**config.mk**
```make
export PLATFORM = sky130hd
export DESIGN_NAME = bit_stream_deser
export DESIGN_NICKNAME = d
export VERILOG_FILES = /design/src/rtl/bitstream_pkg.sv /design/src/rtl/seq_fsm_1011.sv /design/src/rtl/bit_stream_deser.sv
export SDC_FILE = /design/constraint.sdc
export NUM_CORES = 1
export LEC_CHECK = 0
export BUFFER_PORTS_ARGS = -buffer_cell sky130_fd_sc_hd__buf_2
export CAP_MARGIN = 40
export CORE_ASPECT_RATIO = 0.5
export CORE_MARGIN = 1
export CORE_UTILIZATION = 35
export DETAILED_ROUTE_END_ITERATION = 10
export PLACE_DENSITY = 0.58
export SYNTH_ARGS = -nofsm -noshare
export SYNTH_HDL_FRONTEND = slang
export SYNTH_SLANG_ARGS = --single-unit
```
**constraint.sdc**
```tcl
create_clock -name CK -period 2.1 [get_ports CK]
set_input_delay 0.315 -clock CK [delete_from_list [all_inputs] [get_ports CK]]
set_output_delay 0.315 -clock CK [all_outputs]
set_load 0.005 [all_outputs]
```
**src/rtl/bitstream_pkg.sv**
```systemverilog
// Shared types and constants for the serial deserializer and its 1011 pattern detector.
package bitstream_pkg;

    typedef enum logic [2:0] {
        S0 = 3'd0,
        S1 = 3'd1,
        S2 = 3'd2,
        S3 = 3'd3,
        S4 = 3'd4
    } state_t;

    localparam logic [3:0] PAT      = 4'b1011;
    localparam logic [7:0] HCNT_MAX = 8'd255;

    // Next state of the overlapping 1011 matcher for one accepted bit.
    function automatic state_t fsm_next(input state_t s, input logic d);
        state_t n;
        n = S0;
        case (s)
            S0:      n = d ? S1 : S0;
            S1:      n = d ? S1 : S2;
            S2:      n = d ? S3 : S0;
            S3:      n = d ? S4 : S2;
            S4:      n = d ? S1 : S2;
            default: n = S0;
        endcase
        return n;
    endfunction

endpackage

```
**src/rtl/seq_fsm_1011.sv**
```systemverilog
// Moore detector for the overlapping pattern 1011 with a registered hit strobe
// and a saturating hit counter.
module seq_fsm_1011
    import bitstream_pkg::*;
(
    input  logic       CK,
    input  logic       RST_N,
    input  logic       CLR,
    input  logic       EN,
    input  logic       D,
    output logic       HIT,
    output logic [7:0] HCNT
);

    state_t state;
    state_t state_nxt;
    logic   hit_set;

    always_ff @(posedge CK or negedge RST_N) begin
        if (!RST_N) begin
            state <= S0;
        end else if (CLR) begin
            state <= S0;
        end else if (EN) begin
            state <= state_nxt;
        end
    end

    always_comb begin
        state_nxt = state;
        hit_set   = 1'b0;
        if (EN) begin
            state_nxt = fsm_next(state, D);
            hit_set   = (state_nxt == S4);
        end
    end

    always_ff @(posedge CK or negedge RST_N) begin
        if (!RST_N) begin
            HIT  <= 1'b0;
            HCNT <= '0;
        end else if (CLR) begin
            HIT  <= 1'b0;
            HCNT <= '0;
        end else begin
            HIT <= hit_set;
            if (hit_set && (HCNT != HCNT_MAX)) begin
                HCNT <= HCNT + 8'd1;
            end
        end
    end

endmodule

```
**src/rtl/bit_stream_deser.sv**
```systemverilog
// MSB-first serial-to-parallel packer with a one-cycle word strobe, alongside
// a 1011 pattern detector fed by the same accepted bits.
module bit_stream_deser
    import bitstream_pkg::*;
#(
    parameter int WIDTH = 8
) (
    input  logic             CK,
    input  logic             RST_N,
    input  logic             D,
    input  logic             EN,
    input  logic             CLR,
    output logic [WIDTH-1:0] Q,
    output logic             QV,
    output logic             HIT,
    output logic [7:0]       HCNT
);

    localparam int BW = (WIDTH > 2) ? $clog2(WIDTH) : 1;
    localparam logic [BW-1:0] LAST = BW'(WIDTH - 1);

    // Only WIDTH-1 history bits are kept: the oldest bit of a word is never
    // needed after the word is delivered, so the top bit would be dead state.
    logic [WIDTH-2:0] sr;
    logic [BW-1:0]    bcnt;
    logic [WIDTH-1:0] shifted;

    assign shifted = {sr, D};

    always_ff @(posedge CK or negedge RST_N) begin
        if (!RST_N) begin
            sr   <= '0;
            bcnt <= '0;
            Q    <= '0;
            QV   <= 1'b0;
        end else if (CLR) begin
            sr   <= '0;
            bcnt <= '0;
            Q    <= '0;
            QV   <= 1'b0;
        end else begin
            QV <= 1'b0;
            if (EN) begin
                sr <= shifted[WIDTH-2:0];
                if (bcnt == LAST) begin
                    bcnt <= '0;
                    Q    <= shifted;
                    QV   <= 1'b1;
                end else begin
                    bcnt <= bcnt + 1'b1;
                end
            end
        end
    end

    seq_fsm_1011 u_fsm (
        .CK    (CK),
        .RST_N (RST_N),
        .CLR   (CLR),
        .EN    (EN),
        .D     (D),
        .HIT   (HIT),
        .HCNT  (HCNT)
    );

endmodule
```
==> results of run 1 <==
## metal layers
metal  up-vias  global-route usage [%]
met5         -                       0
met4         0                    8.44
met3         2                    4.85
met2        23                    24.9
met1       521                    17.8
li1        535                       -
## worst register-to-register path, delay by kind of cell (launching register included)
family | cells | cell delay (ps)
adder cells (fa/ha/maj) | 1 | 250
AO/OA/AOI/OAI | 2 | 290
AND/OR/NAND/NOR | 2 | 520
flip-flops | 1 | 430
## cells in the final DEF (no fill, tap or decap), drive strengths merged, types with 3 or more instances in the layout
cell type	n
dfrtp	31
buf	23
nor2	20
nand2	16
mux2i	14
a21oi	14
nand3	12
clkbuf	6
o21ai	4
ha	3
## sequential cells by signal, indices dropped and copies added (netlist names)
register,flops
Q,8
u_fsm.HCNT,8
sr,7
bcnt,3
u_fsm.state,3
QV,1
u_fsm.HIT,1
## logic make-up after synthesis
group,synth area share (%)
AND/OR/NAND/NOR,19.1
flip-flops,54.2
AO/OA/AOI/OAI,10.1
multiplexers,9.80
buffers and inverters,3.50
adder cells (fa/ha/maj),2.62
XOR/XNOR,0.613
## worst max path at each step
stage	start	endpoint	cells after the start
global placement	u_fsm.HCNT[0]$_DFFE_PN0P_	u_fsm.HCNT[3]$_DFFE_PN0P_	5
CTS	u_fsm.HCNT[0]$_DFFE_PN0P_	u_fsm.HCNT[3]$_DFFE_PN0P_	5
global route	u_fsm.HCNT[0]$_DFFE_PN0P_	u_fsm.HCNT[3]$_DFFE_PN0P_	5
finish	u_fsm.HCNT[0]$_DFFE_PN0P_	u_fsm.HCNT[3]$_DFFE_PN0P_	5
floorplan	u_fsm.HCNT[0]$_DFFE_PN0P_	u_fsm.HCNT[3]$_DFFE_PN0P_	5
detailed placement	u_fsm.HCNT[0]$_DFFE_PN0P_	u_fsm.HCNT[3]$_DFFE_PN0P_	5
## through the flow
| stage | hold WS (ps) | std cells | util (%) |
|---|---|---|---|
| 5_1_grt | 126 | 215 | 46.1 |
| 2_1_floorplan | 19.4 | 140 | - |
| 6_report | 83.4 | 215 | 46.1 |
| 3_5_place_dp | 416 | 207 | 42.9 |
| 3_3_place_gp | 411 | 207 | 42.9 |
| 4_1_cts | 99.9 | 215 | 46.1 |
## final cells by class
class / count / area [sq um] / area share (%)
Sequential cell: 31 / 776 / 46.0
Multi-Input combinational cell: 100 / 604 / 35.8
Timing Repair Buffer: 23 / 118 / 6.97
Clock buffer: 6 / 82.6 / 4.90
Tap cell: 51 / 63.8 / 3.78
Clock inverter: 2 / 35.0 / 2.08
Inverter: 2 / 7.51 / 0.445
## power groups by stage
stage	Combinational, W	Sequential, W	Clock [W]
finish	0.0000565	0.000610	0.000607
global route	0.0000637	0.000610	0.000662
CTS	0.0000579	0.000610	0.000629
detailed placement	0.0000580	0.000621	0
global placement	0.0000572	0.000621	0
floorplan	0.0000360	0.000620	0
==> reports/qor.log, run 1 <==
INFO  pwr            power.total=0.00127W
INFO  pwr            clockPowerShare=47.7%
INFO  layout         fill_cells=378
INFO  layout         drive_above_1_share=20.7%
INFO  yosys          synth.yosys.warnings=0
INFO  clock_network  cts.path.max_buffers=2
INFO  clock_network  cts_htree_levels=2
INFO  timing         final-max-slew-violation-count=0
INFO  yosys          synth_top_cells_by_count=31 x sky130_fd_sc_hd__dfrtp_1, 20 x sky130_fd_sc_hd__nor2_1, 16 x sky130_fd_sc_hd__nand2_1
INFO  setup_path     setup.worst_path.end_class=flip-flop
INFO  place          place_congestion=0.751
INFO  yosys          dominantRegCellSynth=sky130_fd_sc_hd__dfrtp_1
INFO  floorplanning  area_of_the_die=4360squm
INFO  layout         insertedDiodeCount=0
INFO  grt            number_of_global_route_vias_before_repair=995
INFO  timing         achievable-frequency=640MHz
INFO  route          drt_pre_antenna_iters=4
INFO  pwr            intPower=0.00100W
INFO  clock_network  worst_skew_pair_later_pin_latency=280ps
INFO  yosys          synth_top_area_cell=sky130_fd_sc_hd__dfrtp_1
INFO  route          vias=1081
INFO  clock_network  cts_repair_resize_count=0
INFO  yosys          synth_seq_cells=31
INFO  pwr            power_switching_share=21.2%
INFO  place          place.port_buffers=22
INFO  setup_path     worst-setup-path-type=reg2reg
INFO  grt            grt_antenna_before_repair=0
INFO  setup_path     r2r_setup_slack=540ps
INFO  status         run_status=completed
INFO  clock_network  cts.sink_count=31
INFO  timing         timing.final.ws_setup=537ps
INFO  timing         max_slew_margin=52.5%
INFO  clock_network  tritoncts=done
INFO  grt            largest_net_degree_at_the_start_of_global_routing=32
INFO  grt            grt_pass1_wl=4.64mm
INFO  route          detail_route.iter0.violations=37
INFO  pwr            p_seq_share=47.9%
INFO  route          met3_wirelength=139microns
INFO  timing         timing.final.hold_violations=0
INFO  setup_path     crit_arrival=1760ps
INFO  route          route.layer.met1.wl=1.35mm
INFO  yosys          syn_inst=140
INFO  setup_path     crit_buf_inv=0
INFO  floorplanning  starting_density_of_the_core=39.1%
INFO  place          detailed_place_hpwl=1.80mm
INFO  yosys          synth.cell_area=1430squm
INFO  route          routed_vias_inst=5.03
INFO  yosys          ys_async_sr_fraction=100%
INFO  grt            grt_overflow=0
INFO  yosys          netlist_top_cells_area=sky130_fd_sc_hd__dfrtp_1 54%, sky130_fd_sc_hd__mux2i_1 9.8%, sky130_fd_sc_hd__nor2_1 5.2%
INFO  clock_network  clk_pin_slew_worst_setup_hold_paths=70ps
INFO  route          drc_viols=0
INFO  timing         clock-skew-final=6.54ps
INFO  yosys          yosys.cell_types.count=26
INFO  yosys          synth_top_cell_area_share=54.2%
INFO  pwr            power_per_cell_area=755nW/um^2
INFO  floorplanning  fp.coreArea=3660squm
INFO  setup_path     path_cells=ha_1 -> nand3_1 -> o211ai_4 -> or3_1 -> a21oi_1
INFO  yosys          synth-edff-count=0
INFO  clock_network  clock_buffer_count_from_cts=5
INFO  worst_hold_path min_path_type=in2async
INFO  grt            grt_usage=14.9%
INFO  floorplanning  num_io_pins=23
INFO  timing         tightestPinTransition=713ps
INFO  setup_path     ff2ff_path_depth=5
INFO  clock_network  hold_fix_buffer_count_after_cts=0
INFO  layout         layout.cell_area.non_filler=1690squm
INFO  route          wl_per_cell=12.8microns
INFO  timing         post-route-period-util=74.4%
INFO  setup_path     r2r-end=u_fsm.HCNT[3]$_DFFE_PN0P_
INFO  clock_network  cts.repair_timing.setup_buffer_count=0
INFO  yosys          synth.yosys.seq_area_share=54.2%
INFO  route          ant_nets=0
INFO  route          wirelength=2.76mm
INFO  layout         areaGrowthSynthToFinish=17.9%
INFO  timing         grt_setup_unrepaired=false
INFO  setup_path     timing.critical_path.slowest_cell_delay=430ps
INFO  timing         timing.final.setup_violations=0
INFO  place          pre_cts_slack=547ps
INFO  setup_path     startpoint_of_the_worst_slack_reg_to_reg_timing_path=u_fsm.HCNT[0]$_DFFE_PN0P_
INFO  yosys          synth_most_common_cell=sky130_fd_sc_hd__dfrtp_1
INFO  route          dr_wl_met2=1.25mm
INFO  setup_path     worstPathMaxFanout=6
INFO  pwr            switchingPower=0.000270W
INFO  setup_path     critical-path-top-delay-family=simple AND/OR/NAND/NOR gates
INFO  setup_path     timing.critical_path.from_type=flip-flop
INFO  floorplanning  core.rowCount=15
INFO  pwr            max-vdd-ir-drop=0.000262V
INFO  setup_path     critical-path-slowest-cell=sky130_fd_sc_hd__dfrtp_1
INFO  yosys          postSynthNetCount=148
INFO  pwr            power_leakage=0.838nW
INFO  clock_network  cts_root_cell=sky130_fd_sc_hd__clkbuf_8
INFO  setup_path     cp_data_required_time=2300ps
INFO  timing         period_minus_slack=1560ps
INFO  layout         fin_nets=171
INFO  timing         timing.setup.tns=0ps
INFO  pwr            power.share.combinational=4.4%
INFO  yosys          synth.avg_cell_area=10.2squm
INFO  floorplanning  fp.dieH=47.2microns
INFO  floorplanning  die_w=92.4microns
INFO  flow_run       drv_cap=0
INFO  place          post_dp_cell_area=1570squm
INFO  route          highest_signal_layer_in_the_routed_design=met4
Power figures use the tool's default switching activity.
==> inputs of run 2 (changes only) <==
Settings changed: PLACE_DENSITY 0.58 to 0.6.
Clock period 2.1 ns to 1.4 ns, I/O delays scaled along.
==> run 2 against run 1 <==
Sequential share of layout area down 3.9 points. Combinational power up 79%. Flip-flop and latch count unchanged. Worst hold slack improved by 140 ps.
==> reports/qor.log, run 2 (synthesis gave the netlist of run 1 again) <==
INFO  setup_path     startpoint_of_the_worst_slack_reg_to_reg_timing_path=u_fsm.state[2]$_DFFE_PN0P_ [was u_fsm.HCNT[0]$_DFFE_PN0P_]
INFO  worst_hold_path min_path_cells=3
INFO  timing         tightestPinTransition=394ps [was 713 ps]
INFO  timing         timing.final.setup_violations=0 [unchanged]
INFO  setup_path     cp_data_required_time=1610ps [was 2300 ps]
INFO  setup_path     setup.worst_path.end_class=flip-flop [unchanged]
INFO  layout         fin_nets=188 [was 171]
INFO  worst_hold_path hold_sp=D
INFO  layout         highest_count_cells_in_the_layout_ignoring_fill_and_taps=31 x sky130_fd_sc_hd__dfrtp_1, 22 x sky130_fd_sc_hd__buf_2, 20 x sky130_fd_sc_hd__nor2_1 [unchanged]
INFO  grt            grt_usage=14.7% [was 14.9%]
INFO  timing         final-max-slew-violation-count=0 [unchanged]
INFO  worst_hold_path worst_hold_path.endpoint=Q[0]$_DFFE_PN0P_
INFO  timing         grt_setup_unrepaired=true [was false]
INFO  setup_path     worstPathMaxFanout=6 [unchanged]
INFO  setup_path     r2r_setup_slack=30ps [was 540 ps]
INFO  grt            use_met1=18.4% [was 17.8%]
INFO  setup_path     ff2ff_path_depth=4 [was 5]
INFO  grt            global_route.usage.met2=24.0% [was 24.9%]
INFO  layout         postLayoutCoreUtil=50.3% [was 46.1%]
INFO  timing         max_slew_margin=73.7% [was 52.5%]
INFO  grt            global_route.usage.met3=4.85% [unchanged]
INFO  worst_hold_path min_path_type=in2reg [was in2async]
INFO  setup_path     r2r-end=u_fsm.HCNT[5]$_DFFE_PN0P_ [was u_fsm.HCNT[3]$_DFFE_PN0P_]
INFO  timing         timing.setup.tns=0ps [unchanged]
INFO  setup_path     crit_arrival=1580ps [was 1760 ps]
INFO  floorplanning  die_w=92.4microns [unchanged]
INFO  place          place.port_buffers=22 [unchanged]
INFO  route          wl_per_cell=12.2microns [was 12.8 microns]
INFO  route          detail_route.iter0.violations=29 [was 37]
INFO  floorplanning  core.rowCount=15 [unchanged]
INFO  timing         achievable-frequency=728MHz [was 640 MHz]
INFO  floorplanning  starting_density_of_the_core=39.1% [unchanged]
INFO  setup_path     timing.critical_path.from_type=flip-flop [unchanged]
INFO  clock_network  tritoncts=done [unchanged]
INFO  clock_network  cts.sink_count=31 [unchanged]
INFO  status         run_status=completed [unchanged]
INFO  floorplanning  fp.dieH=47.2microns [unchanged]
INFO  clock_network  clk_pin_slew_worst_setup_hold_paths=60ps [was 70 ps]
INFO  place          dp.cells=222 [was 207]
INFO  grt            grt_overflow=0 [unchanged]
INFO  layout         insertedDiodeCount=0 [unchanged]
INFO  layout         largest_registers_in_the_final_layout=Q x8, u_fsm.HCNT x8, sr x7 [unchanged]
INFO  layout         fill_cells=374 [was 378]
INFO  setup_path     worst-setup-path-type=reg2reg [unchanged]
INFO  floorplanning  area_of_the_die=4360squm [unchanged]
INFO  layout         stdcell_count=232 [was 215]
INFO  clock_network  cts_htree_levels=2 [unchanged]
INFO  layout         areaGrowthSynthToFinish=28.8% [was 17.9%]
INFO  timing         timing.final.hold_violations=0 [unchanged]
INFO  pwr            power_per_cell_area=1050nW/um^2 [was 755 nW/um^2]
INFO  clock_network  cts_root_cell=sky130_fd_sc_hd__clkbuf_8 [unchanged]
INFO  place          pre_cts_slack=-29.5ps [was 547 ps]
INFO  grt            number_of_global_route_vias_before_repair=987 [was 995]
INFO  route          vias=1149 [was 1081]
INFO  timing         post-route-period-util=98.1% [was 74.4%]
INFO  layout         drive_above_1_share=29.3% [was 20.7%]
INFO  route          drc_viols=0 [unchanged]
INFO  route          ant_nets=0 [unchanged]
INFO  timing         final_worst_hold_slack=224ps [was 83.4 ps]
INFO  timing         clock-skew-final=3.97ps [was 6.54 ps]
INFO  grt            grt_antenna_before_repair=0 [unchanged]
INFO  timing         timing.final.ws_setup=26.7ps [was 537 ps]
INFO  floorplanning  fp.coreArea=3660squm [unchanged]
INFO  route          routed_vias_inst=4.95 [was 5.03]
INFO  layout         layout_commonest_cell=sky130_fd_sc_hd__dfrtp_1 [unchanged]
INFO  grt            largest_net_degree_at_the_start_of_global_routing=32 [unchanged]
INFO  clock_network  worst_skew_pair_later_pin_latency=280ps [about the same]
INFO  timing         period_minus_slack=1370ps [was 1560 ps]
INFO  pwr            max-vdd-ir-drop=0.000427V [was 0.000262 V]
INFO  clock_network  cts.path.max_buffers=2 [unchanged]
INFO  floorplanning  num_io_pins=23 [unchanged]
INFO  grt            grt_pass1_wl=4.63mm [was 4.64 mm]
INFO  place          place_congestion=0.689 [was 0.751]
INFO  place          detailed_place_hpwl=1.94mm [was 1.80 mm]
INFO  grt            grt_busiest_layer=met2 [unchanged]
INFO  pwr            power_leakage=0.944nW [was 0.838 nW]
INFO  route          drt_pre_antenna_iters=4 [unchanged]
INFO  flow_run       drv_cap=0 [unchanged]
INFO  clock_network  clock_buffer_count_from_cts=5 [unchanged]
INFO  route          wirelength=2.84mm [was 2.76 mm]
## run 2: changes by cell type in the layout (fill, tap and decap cells not counted), sizes merged
cell | before | now
buf | 23 | 39
dlygate4sd3 | 0 | 1
## run 2: stage by stage
stage                     power [W]  cell area [sq um]
after detailed placement    0.00103               1700
after global placement      0.00103               1700
final                       0.00193               1840
after global routing        0.00201               1840
after CTS                   0.00195               1840
after floorplan            0.000984               1440
## run 2: critical path: stages, from the launching register on
cell and delay [ps]:
sky130_fd_sc_hd__dfrtp_1 380, sky130_fd_sc_hd__and4b_4 370, sky130_fd_sc_hd__o211ai_4 120, sky130_fd_sc_hd__or3_1 320
sky130_fd_sc_hd__a21oi_1 120
## run 2: area by class of cell
| type | instances | area [sq um] | share of cell area [%] |
|---|---|---|---|
| flip-flops and latches | 31 | 776 | 42.1 |
| multi-input cells | 100 | 617 | 33.5 |
| repair buffers | 40 | 260 | 14.1 |
| clock buffers | 6 | 82.6 | 4.48 |
| well taps | 51 | 63.8 | 3.46 |
| clock inverters | 2 | 35.0 | 1.90 |
| inverters | 2 | 7.51 | 0.408 |
## run 2: worst max-delay path by stage
stage / slack, ps / endpoint / depth (start not counted) / from
6_report: 30 / u_fsm.HCNT[5]$_DFFE_PN0P_ / 4 / u_fsm.state[2]$_DFFE_PN0P_
5_1_grt: -70 / u_fsm.HCNT[3]$_DFFE_PN0P_ / 4 / u_fsm.state[2]$_DFFE_PN0P_
4_1_cts: 10 / u_fsm.HCNT[5]$_DFFE_PN0P_ / 4 / u_fsm.state[2]$_DFFE_PN0P_
3_5_place_dp: -30 / u_fsm.HCNT[6]$_DFFE_PN0P_ / 4 / u_fsm.state[2]$_DFFE_PN0P_
3_3_place_gp: 30 / u_fsm.HCNT[6]$_DFFE_PN0P_ / 4 / u_fsm.state[2]$_DFFE_PN0P_
2_1_floorplan: 10 / u_fsm.HCNT[6]$_DFFE_PN0P_ / 4 / u_fsm.state[2]$_DFFE_PN0P_
## run 2: metal layers
layer / wire (microns) / up-vias / part of all wire [%]
met1: 1370 / 559 / 48
met5: 0 / - / 0
met2: 1330 / 18 / 47
li1: - / 567 / -
met3: 108 / 5 / 3.8
met4: 32 / 0 / 1.1
## run 2: power by group
| group | switching, W | leakage (nW) | internal, W |
|---|---|---|---|
| clock network | 0.000336 | 0.0612 | 0.000575 |
| registers | 0.00000706 | 0.430 | 0.000906 |
| logic | 0.0000639 | 0.453 | 0.0000370 |
| total | 0.000407 | 0.944 | 0.00152 |
## run 2: timing repair
item                                    in CTS  in global routing
buffers inserted                             1                  0
endpoints found under the setup margin       1                  5
gates resized for setup                      1                  1
pin swaps                                    0                  1
endpoints found under the hold margin       31                  0
hold buffers                                 1                  0
